--- src/rtl/dot_seq.sv ---
// Dot-product sequencer: streams A[i]/B[i] operand pairs into an external MAC and captures the final sum.
// Optional macro DOT_SEQ_STALL_EN adds a stall input that pauses issue while in ISSUE.
module dot_seq #(
    parameter int T_WIDTH = 32,
    parameter int DEPTH   = 16,
    localparam int ADDR_W = $clog2(DEPTH),
    localparam int LEN_W  = ADDR_W + 1
) (
    input  logic                      clk,
    input  logic                      rst,
    input  logic                      wr_en,
    input  logic                      wr_sel,
    input  logic [ADDR_W-1:0]         wr_addr,
    input  logic signed [T_WIDTH-1:0] wr_data,
    input  logic                      start,
    input  logic [LEN_W-1:0]          len,
    input  logic [2:0]                mode,
`ifdef DOT_SEQ_STALL_EN
    input  logic                      stall,
`endif
    output logic                      busy,
    output logic                      done,
    output logic                      cfg_err,
    output logic signed [T_WIDTH-1:0] res,
    output logic                      res_valid,
    output logic signed [T_WIDTH-1:0] mac_in_1,
    output logic signed [T_WIDTH-1:0] mac_in_2,
    output logic                      mac_in_valid,
    output logic                      mac_reset,
    output logic [2:0]                mac_mode,
    input  logic signed [T_WIDTH-1:0] mac_out,
    input  logic                      mac_out_valid
);

    typedef enum logic [1:0] {IDLE, ISSUE, WAIT, DONE} state_t;

    localparam logic [LEN_W-1:0] MAX_LEN = LEN_W'(DEPTH);

    logic signed [T_WIDTH-1:0] mem_a [DEPTH];
    logic signed [T_WIDTH-1:0] mem_b [DEPTH];

    state_t                    state_q, state_d;
    logic [ADDR_W-1:0]         idx_q, idx_d;
    logic [LEN_W-1:0]          len_q, len_d;
    logic [2:0]                mode_q, mode_d;
    logic signed [T_WIDTH-1:0] mac_in_1_q, mac_in_1_d;
    logic signed [T_WIDTH-1:0] mac_in_2_q, mac_in_2_d;
    logic                      mac_in_valid_q, mac_in_valid_d;
    logic                      mac_reset_q, mac_reset_d;
    logic signed [T_WIDTH-1:0] res_q, res_d;
    logic                      res_valid_q, res_valid_d;
    logic                      done_q, done_d;
    logic                      cfg_err_q, cfg_err_d;
    logic                      stall_w;

`ifdef DOT_SEQ_STALL_EN
    assign stall_w = stall;
`else
    assign stall_w = 1'b0;
`endif

    // NOTE: operand storage has no reset; contents must survive rst so a rerun can reuse them.
    always_ff @(posedge clk) begin
        if (wr_en && state_q == IDLE) begin
            if (wr_sel) mem_b[wr_addr] <= wr_data;
            else        mem_a[wr_addr] <= wr_data;
        end
    end

    always_comb begin
        // NOTE: every _d gets a default first so no path leaves a variable unassigned (no latches).
        state_d        = state_q;
        idx_d          = idx_q;
        len_d          = len_q;
        mode_d         = mode_q;
        mac_in_1_d     = mac_in_1_q;
        mac_in_2_d     = mac_in_2_q;
        mac_in_valid_d = 1'b0;
        mac_reset_d    = 1'b0;
        res_d          = res_q;
        res_valid_d    = 1'b0;
        done_d         = 1'b0;
        cfg_err_d      = 1'b0;

        unique case (state_q)
            IDLE: begin
                if (start) begin
                    if (len != '0 && len <= MAX_LEN) begin
                        len_d   = len;
                        mode_d  = mode;
                        idx_d   = '0;
                        state_d = ISSUE;
                    end else begin
                        cfg_err_d = 1'b1;
                    end
                end
            end
            ISSUE: begin
                if (!stall_w) begin
                    mac_in_1_d     = mem_a[idx_q];
                    mac_in_2_d     = mem_b[idx_q];
                    mac_in_valid_d = 1'b1;
                    mac_reset_d    = (idx_q == '0);
                    idx_d          = idx_q + 1'b1;
                    if ({1'b0, idx_q} == len_q - 1'b1) state_d = WAIT;
                end
            end
            WAIT: begin
                // The first WAIT cycle still sees the result of the next-to-last element; skip it.
                if (mac_out_valid && !mac_in_valid_q) begin
                    res_d       = mac_out;
                    res_valid_d = 1'b1;
                    done_d      = 1'b1;
                    state_d     = DONE;
                end
            end
            DONE:    state_d = IDLE;
            default: state_d = IDLE;
        endcase
    end

    // NOTE: sequential state uses non-blocking assignments so all flops update from pre-edge values.
    always_ff @(posedge clk) begin
        if (rst) begin
            state_q        <= IDLE;
            idx_q          <= '0;
            len_q          <= '0;
            mode_q         <= '0;
            mac_in_1_q     <= '0;
            mac_in_2_q     <= '0;
            mac_in_valid_q <= 1'b0;
            mac_reset_q    <= 1'b0;
            res_q          <= '0;
            res_valid_q    <= 1'b0;
            done_q         <= 1'b0;
            cfg_err_q      <= 1'b0;
        end else begin
            state_q        <= state_d;
            idx_q          <= idx_d;
            len_q          <= len_d;
            mode_q         <= mode_d;
            mac_in_1_q     <= mac_in_1_d;
            mac_in_2_q     <= mac_in_2_d;
            mac_in_valid_q <= mac_in_valid_d;
            mac_reset_q    <= mac_reset_d;
            res_q          <= res_d;
            res_valid_q    <= res_valid_d;
            done_q         <= done_d;
            cfg_err_q      <= cfg_err_d;
        end
    end

    assign busy         = (state_q == ISSUE) || (state_q == WAIT);
    assign done         = done_q;
    assign cfg_err      = cfg_err_q;
    assign res          = res_q;
    assign res_valid    = res_valid_q;
    assign mac_in_1     = mac_in_1_q;
    assign mac_in_2     = mac_in_2_q;
    assign mac_in_valid = mac_in_valid_q;
    assign mac_reset    = mac_reset_q;
    assign mac_mode     = mode_q;

endmodule

--- config.mk ---
export PLATFORM = sky130hd
export DESIGN_NAME = dot_seq
export DESIGN_NICKNAME = d
export VERILOG_FILES = /design/src/rtl/dot_seq.sv
export SDC_FILE = /design/constraint.sdc
export NUM_CORES = 1
export LEC_CHECK = 0
export CAP_MARGIN = 20
export CORE_ASPECT_RATIO = 2
export CORE_MARGIN = 5
export CORE_UTILIZATION = 41
export CTS_CLUSTER_DIAMETER = 60
export DETAILED_ROUTE_END_ITERATION = 6
export PLACE_DENSITY = 0.6
export SYNTH_ARGS = -nofsm -noshare
export SYNTH_HDL_FRONTEND = slang
export SYNTH_SLANG_ARGS = --single-unit
export TNS_END_PERCENT = 20
--- constraint.sdc ---
create_clock -name clk -period 6.4 [get_ports clk]
set_input_delay 0.64 -clock clk [delete_from_list [all_inputs] [get_ports clk]]
set_output_delay 0.64 -clock clk [all_outputs]
set_load 0.01 [all_outputs]
== After elaboration in Yosys (flattened, before gate mapping) ==
Memories as Yosys holds them, arrays and structs flattened. A register that Yosys moved wholly into a read port is not among the register bits.
Index checks and enable logic that the tools add are counted.

* Shift-type cells: 0
* Order comparisons: 1
* Bitwise operators: 4
* Multipliers: 0
* Add/subtract/negate cells: 2
* Reductions and logical operators: 16
* Mux-type cells: 17
* Eq/ne operators: 8
* Div/mod/pow operators: 0

{| class="wikitable"
|+ Operators with widths
! kind !! count
|-
| $mux W1 || 9
|-
| $mux W2 || 4
|-
| $mux W4 || 2
|-
| $pmux W2 S4 || 1
|-
| $pmux W4 S2 || 1
|-
| $ne A2 B2 Y1 const B || 3
|-
| $reduce_and A3 Y1 || 2
|-
| $eq A4 B5 Y1 || 1
|-
| $le A5 B5 Y1 const B || 1
|-
| $reduce_bool A5 Y1 || 1
|-
| $sub A5 B1 Y5 const B || 1
|-
| $add A4 B1 Y4 const B || 1
|-
| $eq A2 B2 Y1 const B || 2
|-
| $logic_not A4 Y1 || 1
|-
| $not A1 Y1 || 4
|-
| $reduce_and A4 Y1 || 1
|-
| $reduce_or A2 Y1 || 2
|-
| $logic_and A1 B1 Y1 || 3
|-
| $reduce_or A3 Y1 || 1
|-
| $eq A2 B1 Y1 const B || 1
|-
| $logic_not A2 Y1 || 1
|-
| $ne A2 B1 Y1 const B || 1
|-
| $reduce_and A2 Y1 || 1
|-
| $reduce_bool A2 Y1 || 1
|-
| 2 further kinds || 2
|}

* Bits of input ports: 82
* Logic and storage cells: 59
* Memories kept: 2
* Output and inout bits: 105
* Bits in read-only memories: 0
* Latch bits: 0
* Register bits: 50
* Bits in writable memories: 1,024

{| class="wikitable"
|+ Memories
! memory !! words !! width !! read ports !! clocked after Yosys merged registers in !! write ports !! RTL line !! source
|-
| mem_a || 16 || 32 || 1 || 1 || 1 || 39 || <nowiki>logic signed [T_WIDTH-1:0] mem_a [DEPTH];</nowiki>
|-
| mem_b || 16 || 32 || 1 || 1 || 1 || 40 || <nowiki>logic signed [T_WIDTH-1:0] mem_b [DEPTH];</nowiki>
|}

== Logic depth before layout (Yosys ltp) ==
* Word-level depth: 5
* Depth in mapped cells: 7
* Depth with buffers taken out: 7

== Worst setup path after synthesis ==
Ideal clock, no wire load.

* Path kind: input port to flip-flop
* Start point: input port wr_addr[2]
* End point: memory mem_a[4][0] (enable)
* Buffers on the path: 1
* Path slack: 2.334 ns
* Stages: 4
* Data arrival time: 3.605 ns
* Setup time: 0.461 ns
* Required time: 5.939 ns
* Path through: clkbuf_1 nand2b_1 or3_1 nor3_1

{| class="wikitable"
|+ RTL lines
! what !! RTL line !! source
|-
| start: declaration || 13 || <nowiki>input logic [ADDR_W-1:0] wr_addr,</nowiki>
|-
| end: declaration || 39 ||
|}

Straight into the memory's write port.

==> impl_metrics.json <==
{
  "hpwl_mm": 60.5,
  "max_cap_violation_count": 0,
  "route.vias.total": 20900,
  "timing.critical_path.required_ns": 7.00,
  "r2r.worst_path.cells": 5,
  "criticalPathCategory": "reg2reg",
  "ys_seq_area_frac": 0.778,
  "gr-usage-all-layers": 0.187,
  "max_stage_delay_ns": 0.86,
  "critPathLaunchType": "register",
  "grt_setup_unrepaired": "no",
  "core_um2": 103000,
  "grt_pass1_vias": 22200,
  "total_detailed_routing_wirelength_mm": 104,
  "tritoncts": "built",
  "final_nets": 2334,
  "swShare": 0.230,
  "detail_route.first_pass.iterations": 7,
  "report.final.setup_viol": 0,
  "grt_pass1_wl_mm": 152,
  "comb_power_share": 0.103,
  "ctsResizeCount": 0,
  "max_slew.worst_pin.slew_ns": 1.11,
  "synth_top_area_frac": 0.724,
  "type_of_the_most_critical_hold_path": "reg2reg",
  "dp_slack_ns": 2.77,
  "syn_to_final_growth_pct": 16.9,
  "design.portCount": 187,
  "placementRows": 167,
  "intPower_w": 0.0124,
  "synth-edff-count": 1024,
  "chipHeight_um": 465,
  "arrival_ns": 3.72,
  "fin_area_um2": 49700,
  "drive_gt1_frac": 0.224,
  "most_used_dff_post_synth": "sky130_fd_sc_hd__edfxtp_1",
  "remaining_drc_errors": 0,
  "cts_max_level": 3,
  "initial_utilization": 0.411,
  "die_w_um": 238,
  "netlist_instances": 2007,
  "ir_drop_mv": 0.222,
  "critPathCaptureType": "register",
  "power-per-cell-area_nw_per_um2": 324,
  "fillCellCount": 8477,
  "final-max-slew-violation-count": 0,
  "drtAntennaViolNets": 0,
  "post-route-period-util": 0.488,
  "avgRoutedWirePerCell_um": 28.2,
  "fin_worst_hold_slack_ns": 0.454,
  "synth_common_cells": "1024 x sky130_fd_sc_hd__edfxtp_1, 251 x sky130_fd_sc_hd__mux4_2, 128 x sky130_fd_sc_hd__a22oi_1",
  "grt_start_max_net_pins": 139,
  "postLayoutSetupSlackWorst_ns": 3.28,
  "tritoncts.num_buffers": 96,
  "post_cts_buffers": 0,
  "vias_per_cell": 5.67,
  "syn_area_per_cell_um2": 21.2,
  "clk-insertion-delay-late_ns": 0.71,
  "synth.top_cells.by_area": "sky130_fd_sc_hd__edfxtp_1 72%, sky130_fd_sc_hd__mux4_2 13%, sky130_fd_sc_hd__dfxtp_1 5.4%, sky130_fd_sc_hd__a22oi_1 2.3%, sky130_fd_sc_hd__a31o_1 1.3%",
  "post-synth-top-count-cell": "sky130_fd_sc_hd__edfxtp_1",
  "clock_path_buffers": 3,
  "cts.clk_slew.worst_paths_ns": 0.07,
  "clock-root-buffer": "sky130_fd_sc_hd__clkbuf_16",
  "synthDominantAreaCellType": "sky130_fd_sc_hd__edfxtp_1",
  "ys_warn_count": 0,
  "synth_seq_cells": 1138,
  "place_area_um2": 46200,
  "switchingPower_w": 0.00370,
  "timing.critical_path.cells": "buf_4, mux4_2, a22oi_1, a21oi_1, a31o_1",
  "path_max_fanout": 49,
  "drtIter0Drc": 1773,
  "die-area_um2": 111000,
  "leakage_power_figure_nw": 15.1,
  "timing.clock.skew_ns": 0.0271,
  "synthesis.area_um2": 42500,
  "p_clk_frac": 0.374,
  "post-layout-total-power_w": 0.0161,
  "timing.max_slew.rel_slack": 0.257,
  "holdPathStages": 2,
  "status": "finished, final reports clean",
  "clock-sinks": 1138,
  "yosysUniqueCellTypes": 41,
  "fraction_of_registers_with_async_set_or_reset_after_synthesis": 0,
  "clock.fmax_mhz": 320,
  "placement.io_buffers": 186,
  "seq_power_share": 0.523,
  "number_of_antenna_violations_at_the_first_check_in_global_routing": 6,
  "gp_congestion": 0.789,
  "period_minus_slack_ns": 3.12,
  "hold_violations": 0,
  "postSynthNetCount": 2095,
  "setup-tns-final_ns": 0,
  "overflow": 0,
  "cp_slowest_cell": "sky130_fd_sc_hd__buf_4",
  "ctsHoldBuffers": 0
}
sequential cells by signal, indices dropped and copies added, names as in the netlist:
| name | flops |
|---|---|
| idx_q | 4 |
| mac_reset | 1 |
| mac_in_2 | 32 |
| mem_a | 512 |
| len_q | 5 |
| mac_mode | 3 |
| mem_b | 512 |
| state_q | 2 |
| done | 1 |
| mac_in_1 | 32 |
| mac_in_valid | 1 |
| res | 32 |
| cfg_err | 1 |
kinds of logic after synthesis:
kind of cell    share of synthesized area
compound gates                     0.0499
xor+xnor                          0.00103
fa+ha+maj                         0.00177
buf+inv                            0.0158
flops                               0.778
mux                                 0.138
simple gates                       0.0157
critical path: cells and delay by family, from the launching register on:
| kind | cells | cell delay [ns] |
|---|---|---|
| AO/OA/AOI/OAI | 3 | 0.58 |
| buffers and inverters | 1 | 0.86 |
| flip-flops | 1 | 0.78 |
| multiplexers | 1 | 0.68 |
through the flow:
stage	instances	util
CTS	3666	0.479
global placement	3488	0.447
detailed placement	3491	0.448
floorplan	2007	-
global route	3676	0.481
finish	3679	0.481
worst paths after layout:
check,from,endpoint,slack [ns]
setup / recovery,idx_q[0],mac_in_1[17],3.28
hold / removal,res[24],res[24],0.45
setup reg to reg,idx_q[0],mac_in_1[17],3.28
hold reg to reg,res[24],res[24],0.45
cell type report:
class | count | area [µm²] | share of cell area
Inverter | 11 | 41.3 | 0.000831
Tap cell | 1352 | 1690 | 0.0341
Sequential cell | 1138 | 33000 | 0.665
Timing Repair Buffer | 263 | 2640 | 0.0531
Antenna cell | 4 | 10.0 | 0.000202
Clock buffer | 124 | 2670 | 0.0538
Clock inverter | 51 | 551 | 0.0111
Multi-Input combinational cell | 736 | 9030 | 0.182
per-layer routing:
layer | vias to the layer above | global-route usage | part of all wire
li1 | 8850 | - | -
met1 | 11100 | 0.232 | 0.38
met4 | 2 | 0.0638 | 0.033
met2 | 748 | 0.332 | 0.53
met3 | 150 | 0.0333 | 0.061
met5 | - | 0 | 0.00013
power groups by stage:
stage | combinational [W] | clock [W] | sequential [W]
after floorplan | 0.000955 | 0 | 0.00856
after global placement | 0.00165 | 0 | 0.00856
after detailed placement | 0.00168 | 0 | 0.00857
after CTS | 0.00169 | 0.00615 | 0.00841
after global routing | 0.00178 | 0.00644 | 0.00842
final | 0.00166 | 0.00601 | 0.00840
cells in the final DEF, fill, tap and decap left out, types with 13 or more instances in the layout:
cell type	netlist	layout
sky130_fd_sc_hd__edfxtp_1	1024	1024
sky130_fd_sc_hd__mux4_2	251	251
sky130_fd_sc_hd__clkdlybuf4s50_1	0	183
sky130_fd_sc_hd__a22oi_1	128	128
sky130_fd_sc_hd__dfxtp_1	114	112
sky130_fd_sc_hd__a21oi_1	100	100
sky130_fd_sc_hd__clkbuf_16	0	100
sky130_fd_sc_hd__nand2_1	73	72
sky130_fd_sc_hd__a31o_1	65	65
sky130_fd_sc_hd__buf_4	9	61
sky130_fd_sc_hd__nor2_4	0	28
sky130_fd_sc_hd__nor2_1	45	17
sky130_fd_sc_hd__clkinv_1	0	14
sky130_fd_sc_hd__clkbuf_1	78	13
(Power assumes the default switching activity.)
